File: src/rtl/pkt_fifo_wr_ctrl.sv
// Write-side packet controller for the async packet FIFO.
// Admits or drops whole packets, truncates overlength ones, absorbs framing errors.
module pkt_fifo_wr_ctrl #(
  parameter int c_DATA_WIDTH = 10,
  parameter int c_MAX_LEN    = 64,
  parameter int c_LEN_WIDTH  = 8,
  parameter int c_CNT_WIDTH  = 16
) (
  input  logic                    WrClock,
  input  logic                    Reset,
  input  logic                    in_valid,
  input  logic                    in_sop,
  input  logic                    in_eop,
  input  logic [c_DATA_WIDTH-1:0] in_data,
  input  logic                    AlmostFull,
  output logic                    WrEn,
  output logic                    WrEop,
  output logic [c_DATA_WIDTH-1:0] Data,
  output logic [c_CNT_WIDTH-1:0]  pkt_cnt,
  output logic [c_CNT_WIDTH-1:0]  drop_cnt,
  output logic [c_CNT_WIDTH-1:0]  trunc_cnt,
  output logic                    busy
);

  typedef enum logic [1:0] {
    IDLE,
    PASS,
    DROP,
    TRUNC
  } state_t;

  localparam logic [c_LEN_WIDTH-1:0] c_ONE = c_LEN_WIDTH'(1);
  localparam logic [c_LEN_WIDTH-1:0] c_MAX = c_LEN_WIDTH'(c_MAX_LEN);
  localparam logic [c_CNT_WIDTH-1:0] c_CNT_ONE = c_CNT_WIDTH'(1);

  state_t                 state_q;
  state_t                 state_d;
  logic [c_LEN_WIDTH-1:0] len_q;
  logic [c_LEN_WIDTH-1:0] len_d;
  logic [c_LEN_WIDTH-1:0] len_inc;
  logic                   wr_en_d;
  logic                   wr_eop_d;
  logic                   pkt_inc;
  logic                   drop_inc;
  logic                   trunc_inc;

  assign len_inc = len_q + c_ONE;

  function automatic logic [c_CNT_WIDTH-1:0] sat_inc(
    input logic [c_CNT_WIDTH-1:0] v,
    input logic                   en
  );
    return (en && (v != '1)) ? v + c_CNT_ONE : v;
  endfunction

  // Next-state and next-output decode; a sop outside PASS is always an admission check
  always_comb begin
    state_d   = state_q;
    len_d     = len_q;
    wr_en_d   = 1'b0;
    wr_eop_d  = 1'b0;
    pkt_inc   = 1'b0;
    drop_inc  = 1'b0;
    trunc_inc = 1'b0;
    if (in_valid) begin
      if (state_q == PASS) begin
        if (in_sop) begin
          wr_eop_d = 1'b1;
          pkt_inc  = 1'b1;
          drop_inc = 1'b1;
          len_d    = '0;
          state_d  = in_eop ? IDLE : DROP;
        end else begin
          wr_en_d = 1'b1;
          len_d   = len_inc;
          if (in_eop) begin
            wr_eop_d = 1'b1;
            pkt_inc  = 1'b1;
            state_d  = IDLE;
          end else if (len_inc == c_MAX) begin
            wr_eop_d  = 1'b1;
            pkt_inc   = 1'b1;
            trunc_inc = 1'b1;
            state_d   = TRUNC;
          end
        end
      end else if (in_sop) begin
        if (AlmostFull) begin
          drop_inc = 1'b1;
          len_d    = '0;
          state_d  = in_eop ? IDLE : DROP;
        end else begin
          wr_en_d = 1'b1;
          len_d   = c_ONE;
          if (in_eop) begin
            wr_eop_d = 1'b1;
            pkt_inc  = 1'b1;
            state_d  = IDLE;
          end else if (c_ONE == c_MAX) begin
            wr_eop_d  = 1'b1;
            pkt_inc   = 1'b1;
            trunc_inc = 1'b1;
            state_d   = TRUNC;
          end else begin
            state_d = PASS;
          end
        end
      end else if (in_eop) begin
        state_d = IDLE;
      end
    end
  end

  // Registered state, FIFO write port and saturating statistics
  always_ff @(posedge WrClock or posedge Reset) begin
    if (Reset) begin
      state_q   <= IDLE;
      len_q     <= '0;
      WrEn      <= 1'b0;
      WrEop     <= 1'b0;
      Data      <= '0;
      pkt_cnt   <= '0;
      drop_cnt  <= '0;
      trunc_cnt <= '0;
      busy      <= 1'b0;
    end else begin
      state_q   <= state_d;
      len_q     <= len_d;
      WrEn      <= wr_en_d;
      WrEop     <= wr_eop_d;
      if (wr_en_d) Data <= in_data;
      pkt_cnt   <= sat_inc(pkt_cnt, pkt_inc);
      drop_cnt  <= sat_inc(drop_cnt, drop_inc);
      trunc_cnt <= sat_inc(trunc_cnt, trunc_inc);
      busy      <= (state_d != IDLE);
    end
  end

endmodule
File: config.mk
export PLATFORM = sky130hd
export DESIGN_NAME = pkt_fifo_wr_ctrl
export DESIGN_NICKNAME = d
export VERILOG_FILES = /design/src/rtl/pkt_fifo_wr_ctrl.sv
export SDC_FILE = /design/constraint.sdc
export NUM_CORES = 1
export LEC_CHECK = 0
export ABC_AREA = 0
export CORE_MARGIN = 4
export CORE_UTILIZATION = 45
export DETAILED_ROUTE_END_ITERATION = 10
export PLACE_DENSITY = 0.84
export SLEW_MARGIN = 20
export SYNTH_ARGS = -nofsm -noshare
export SYNTH_HDL_FRONTEND = slang
export SYNTH_SLANG_ARGS = --single-unit
File: constraint.sdc
create_clock -name WrClock -period 6 [get_ports WrClock]
set_input_delay 1.8 -clock WrClock [delete_from_list [all_inputs] [get_ports WrClock]]
set_output_delay 1.8 -clock WrClock [all_outputs]
set_load 0.01 [all_outputs]
**Yosys cells after proc, flatten, opt, wreduce, memory -nomap -nowiden**

Cells that the tools add are included.
Widths: inputs -> output; s select.

- Bits in registers: 71
- Output and inout port bits: 61
- Logic and storage cells: 60

- Add/sub/neg operators: 4
- Eq/ne operators: 5
- Muxes and demuxes: 36
- Reduce and logical (&&, ||, !) cells: 6

Operators with widths:

| operator | number |
|---|---|
| $add 16x1->16 const B | 3 |
| $ne 16x16->1 const B | 3 |
| $mux 1 | 24 |
| $mux 8 | 3 |
| $mux 2 | 9 |
| $add 8x1->8 const B | 1 |
| $eq 8x7->1 const B | 1 |
| $reduce_bool 2->1 | 2 |
| $logic_and 1x1->1 | 3 |
| $eq 2x1->1 const B | 1 |
| $reduce_and 2->1 | 1 |

**Depth between registers and ports, before layout**

- Word-level depth: 8
- Depth in mapped cells: 8
- Depth with buffers taken out: 7

**Least setup slack after synthesis**

OpenSTA, ideal clock, no wires.

- Path type: in2reg
- From: in in_valid
- To: reg pkt_cnt[15]
- Library setup time: 0.126 ns
- Data arrival time: 3.383 ns
- Path slack: 2.491 ns
- Stages: 6
- Path buffers: 1
- Path through: clkbuf_1 -> clkinv_1 -> a221oi_1 -> nand3b_4 -> or4_4 -> xnor2_2

- Cells in the longest elaborated chain, start to end: 2

RTL lines:

| item | line | RTL |
|---|---|---|
| from (decl) | 11 | `input logic in_valid,` |
| $mux 1 | 65 | `if (in_valid) begin` |
| $logic_and 1x1->1 | 53 | `return (en && (v != '1)) ? v + c_CNT_ONE : v;` |
| to (signal assigned) | 132 | `pkt_cnt <= sat_inc(pkt_cnt, pkt_inc);` |
| to (decl) | 19 | `output logic [c_CNT_WIDTH-1:0] pkt_cnt,` |

Every way passes these cells.
A chain may end at the register's enable or synchronous reset.

**Worst setup path in the final report**

Same ends and word-level chain as after synthesis.

==> results.json <==
{
  "clockRootBuffer": "clkbuf_8",
  "async_reset_ff_share_pct": 100.0,
  "routedWlPerCell_um": 14.84,
  "power_frac_comb_pct": 20.0,
  "slew_headroom_pct": 55.74,
  "worstPathRequired_ps": 6230,
  "ant_nets": 0,
  "period_needed_ps": 3978,
  "cts_setup_buffers": 0,
  "grt_pass1_wl_um": 12840,
  "area_delta_synth_final_pct": 31.59,
  "switching_share_pct": 28.27,
  "drt-total-wl_um": 7612,
  "max_freq_ghz": 0.2514,
  "finalSetupTns_ps": 0,
  "grt_pass1_vias": 2748,
  "crit_type": "input pin to flop",
  "overflow": 0,
  "worst_pin_slew_ps": 662.9,
  "r2r-start": "len_q[0]",
  "finClkSkew_ps": 9.084,
  "synth.area.top_cells": "dfrtp_1 53%, nand2_1 6.3%, xnor2_1 6.2%",
  "ir_drop_mv": 0.1381,
  "ys_warn_count": 0,
  "p_seq_share_pct": 48.2,
  "synth.distinct_cells": 51,
  "synth_cells": 329,
  "synth.avg_cell_area_sq_um": 10.28,
  "layout_commonest_cell": "clkdlybuf4s50_1",
  "io_pins": 77,
  "cts_resized": 0,
  "portBuffers": 76,
  "ctsLongestPathBuffers": 2,
  "synth_area_sq_um": 3382,
  "place.gp.congestion": 0.8511,
  "final_cell_mix": "76 x clkdlybuf4s50_1, 71 x dfrtp_1, 57 x nand2_1",
  "drc": 0,
  "rsz0062_at_grt": "false",
  "layout.nets": 429,
  "antenna_found_initial": 0,
  "power_frac_clock_pct": 31.8,
  "reg2reg_depth": 7,
  "grt_max_degree": 40,
  "synth_edf_count": 0,
  "crit_path_max_fanout": 13,
  "layout-drive-gt1-share_pct": 7.005,
  "r2r-end": "pkt_cnt[15]",
  "first_iter_violations": 97,
  "fin_util_pct": 61.03,
  "ff2ff_setup_slack_ps": 3210,
  "status": "finished, final reports clean",
  "gr-usage-all-layers_pct": 18.21,
  "fp.dieW_um": 94.69,
  "power_leakage_nw": 1.981,
  "ys.flop_type": "dfrtp_1",
  "min_path_type": "flop to flop",
  "internal-power_w": 0.0008923,
  "worstSetupStartpointType": "input pin",
  "clkSinkCount": 71,
  "initial_core_util_pct": 46.38,
  "end_kind": "flop",
  "clkTransAtPathRegs_ps": 80,
  "cts_buffers": 9,
  "p_switching_w": 0.0003518,
  "synth.top_cell.area_share_pct": 52.53,
  "hold_depth": 2,
  "postSynthNetCount": 349,
  "ys_ff_latch": 71,
  "diodes": 0,
  "core_sq_um": 7292,
  "synth-seq-area-share_pct": 52.53,
  "cp.arrival_ps": 4210,
  "die_h_um": 94.69,
  "vias_per_cell": 5.230,
  "first_pass_iters": 4,
  "drv_slew": 0,
  "htree_levels": 3,
  "min_from": "Data[7]",
  "vias": 2683,
  "hold_end": "Data[7]",
  "drv_cap": 0,
  "rows": 31,
  "cts_tree": "built",
  "synth_area_leader_cell": "dfrtp_1",
  "p_per_area_nw_per_um2": 279.5,
  "hpwl_um": 5464,
  "period_share_pct": 66.30,
  "clkLatencyLatePin_ps": 340,
  "final-setup-viol-count": 0,
  "holdBufCountCts": 0,
  "die_area_sq_um": 8966,
  "hold_viol_final": 0
}
-- routing by layer --
metal  vias up  wire (um)  global-route usage, %
met1      1296       3438                  24.33
met4         0        101                  6.490
li1       1310          -                      -
met2        68       3701                  29.24
met3         9        371                  3.984
met5         -          0                      0
-- logic make-up (layout without fill, tap and decap cells) --
kind of cell	count (synthesis)	in the layout	share of synthesized area, %
simple gates	152	152	23.20
flops	71	71	52.53
xor+xnor	43	43	11.36
compound gates	37	37	8.177
buf+inv	19	104	2.293
fa+ha+maj	4	4	1.480
mux	3	3	0.9619
-- flip-flops by register name, summed over array words and instances, names as in the netlist --
signal / cells
len_q: 8
WrEop: 1
WrEn: 1
busy: 1
trunc_cnt: 16
state_q: 2
pkt_cnt: 16
drop_cnt: 16
Data: 10
-- cells in the mapped netlist (all sizes together), types with 3 or more instances --
master	count
a211oi	3
a21oi	5
and3	12
and4	7
clkbuf	7
dfrtp	71
ha	4
inv	9
nand2	57
nand3	18
nand3b	4
nand4	9
nor2	16
nor3	14
nor4	3
o211ai	3
o21ai	10
o31ai	3
xnor2	25
xor2	18
-- final cells by class --
cell class	instances	area, sq um
clock inverters	4	53.80
well taps	99	123.9
repair buffers	78	775.7
multi-input cells	239	1528
fillers	626	2841
clock buffers	12	155.1
flip-flops and latches	71	1777
inverters	10	37.54
-- critical path, cell delays in order --
cell and delay (ps):
clkdlybuf4s50_1 670, clkinv_1 340, a221oi_1 510, nand3b_4 260, or4_4 480, xnor2_2 140
-- power by group through the flow --
stage / logic, W / clock network [W] / registers (W)
4_1_cts: 0.000253 / 0.000403 / 0.000599
6_report: 0.000249 / 0.000396 / 0.000599
2_1_floorplan: 0.0000966 / 0 / 0.000617
3_3_place_gp: 0.000246 / 0 / 0.000607
3_5_place_dp: 0.000252 / 0 / 0.000607
5_1_grt: 0.000276 / 0.000425 / 0.000609
-- worst max-delay path by stage --
stage	startpoint	end	slack (ps)	cells past startpoint
2_1_floorplan	Reset	Data[0]	2400	1
3_3_place_gp	in_sop	pkt_cnt[15]	1800	6
3_5_place_dp	in_valid	pkt_cnt[15]	1720	6
4_1_cts	in_valid	pkt_cnt[15]	2070	6
5_1_grt	in_valid	pkt_cnt[15]	1890	6
6_report	in_valid	pkt_cnt[15]	2020	6
-- metrics by stage --
step                      hold slack, ps  instances  total power, W  instance area [sq um]  worst slack [ps]
final                              475.5        513        0.001244                   4451              2022
after global routing               505.2        513        0.001311                   4451              1892
after CTS                          484.0        513        0.001255                   4451              2069
after detailed placement           464.3        497       0.0008588                   4242              1719
after global placement             460.3        497       0.0008524                   4242              1798
after floorplan                    485.6        329       0.0007132                   3382              2403
No activity file was read; power rests on OpenSTA's default activity.
==> RTL change: new RTL, config.mk and constraints unchanged <==
Set the parameter `c_LEN_WIDTH` to 16 (it was 8).
--- a/src/rtl/pkt_fifo_wr_ctrl.sv
+++ b/src/rtl/pkt_fifo_wr_ctrl.sv
@@ -4,5 +4,5 @@
   parameter int c_DATA_WIDTH = 10,
   parameter int c_MAX_LEN    = 64,
-  parameter int c_LEN_WIDTH  = 8,
+  parameter int c_LEN_WIDTH  = 16,
   parameter int c_CNT_WIDTH  = 16
 ) (
Formal check against the unedited RTL: no difference found for any inputs over 4 cycles, from zero or initial values and one cycle with Reset high; that may be too few to reach the edited logic, so the function may still have changed.
==> RTL change against the original RTL <==
Wire length increased by 20%. Design area increased by 14%. Clock power increased by 19%. Register-to-register slack got worse by 0.38 ns. Hold slack improved by 0.0089 ns. Area after synthesis increased by 20%. Via count increased by 23%. Worst setup slack improved by 0.11 ns. Power increased by 12%. Critical endpoint is now trunc_cnt[1]. Final cell count increased by 15%. Sequential cell count increased by 8.
==> RTL change: results (changes against the original RTL) <==
status=finished clean (unchanged); vias in the first global route=3210 (was 2748); GR Util All Layers=18.19% (was 18.21%); antenna violations before repair=0 (unchanged); gp weighted congestion=0.8728 (was 0.8511); clk_lat worst skew=0.36 ns (was 0.34 ns); Peak Freq=0.2586 GHz (was 0.2514 GHz); nets@finish=498 (was 429); # fillers=742 (was 626); DR iter-0 viols=135 (was 97); maximum vdd drop=0.0001711 V (was 0.0001381 V); Hold Crit Depth=2 (unchanged); multiplexer share of the synthesized area=1.854% (was 0.9619%); power per cell area=274.6 mW/mm2 (was 279.5 mW/mm2); Mapped Nets=431 (was 349); ranking of synthesized cells by area=dfrtp_1 49%, xnor2_1 8.9%, nand2_1 5.5% (was dfrtp_1 53%, nand2_1 6.3%, xnor2_1 6.2%); Diodes inserted=0 (unchanged); Max stage delay on crit path=0.58 ns (was 0.67 ns); leakage=0.002193 uW (was 0.001981 uW); post-synthesis compound-gate area fraction=8.588% (was 8.176%); first-pass GRT wire length=15.25 mm (was 12.84 mm); drt wl/cell=15.54 um (was 14.84 um); Post-Synth XOR/XNOR Area=10.60% (was 11.36%); Vias/cell=5.578 (was 5.230); Worst Path Max Fanout=16 (was 13); Async S/R FF share, synth=100.0% (unchanged); crit path DAT=4.12 ns (was 4.21 ns); library cells used by synthesis=50 (was 51); RR Startpoint=len_q[6] (was len_q[0]); crit path capture=trunc_cnt[1] (was pkt_cnt[15]); Clock Skew=0.01189 ns (was 0.009084 ns); largest net degree at the start of global routing=41 (was 40); CTS buffer count=9 (unchanged); hold crit path type=flip-flop to flip-flop (unchanged); layout cells sized above 1=6.846% (was 7.005%); Worst R2R End=pkt_cnt[15] (unchanged); top cells by count, synth=79 x dfrtp_1, 59 x nand2_1, 41 x xnor2_1 (was 71 x dfrtp_1, 57 x nand2_1, 24 x xnor2_1); Root Buffer=clkbuf_8 (unchanged); post-synthesis sequential area ratio=48.81% (was 52.53%); worst slew pin tran=0.8374 ns (was 0.6629 ns); adder-cell share of the synthesized area=1.545% (was 1.480%); Setup WS pre-CTS=1.520 ns (was 1.719 ns); dpl hpwl=6.588 mm (was 5.464 mm); internal reg-to-reg setup slack=2.83 ns (was 3.21 ns)
[RTL change: cell count changes in the layout (fill, tap and decap cells not counted), sizes merged, moves of 5 or more]
cell	unedited run	this run
xor2	18	8
xnor2	25	41
dfrtp	71	79
o21ai	10	24
nand4	9	29
and2	2	7
nor3	14	6
and3	12	23
[RTL change: where the power goes]
part	switching, uW	internal [uW]	total [uW]
Clock	210	262	472
Sequential	58.4	588	647
Combinational	129	148	277
Total	398	998	1400
[RTL change: final cells by class]
type	count	share of cell area, %
Sequential cell	79	38.88
Clock inverter	5	1.747
Inverter	8	0.5906
Tap cell	108	2.657
Clock buffer	11	2.977
Timing Repair Buffer	79	15.40
Multi-Input combinational cell	300	37.75
[RTL change: stage by stage]
step	instances	hold slack, ns	utilization [%]	cell area, um2	power [uW]
floorplan	410	0.4792	-	4050	777.6
global placement	574	0.4591	55.48	4838	924.2
detailed placement	574	0.4609	55.48	4838	936.4
CTS	590	0.4831	58.24	5079	1408
global route	590	0.5127	58.31	5085	1465
finish	590	0.4844	58.31	5085	1396
[RTL change: how the worst min path moves through the flow]
stage / startpoint / end / slack [ns]
final: Data[4] / Data[4] / 0.48
after global routing: Data[4] / Data[4] / 0.51
after CTS: Data[4] / Data[4] / 0.48
after detailed placement: Data[4] / Data[4] / 0.46
after global placement: Data[2] / Data[2] / 0.46
after floorplan: len_q[15] / len_q[15] / 0.48
[RTL change: layer usage]
layer,wire length [um],global-route usage [%],vias to the layer above
li1,-,-,1574
met1,3933,23.43,1626
met2,4691,30.34,78
met3,421,4.601,13
met4,125,5.578,0
met5,0,0,-
[RTL change: critical path: cells and delay by family]
kind          cells  cell delay (ns)
simple gates      3             0.87
buf+inv           3             1.03
mux               1             0.40
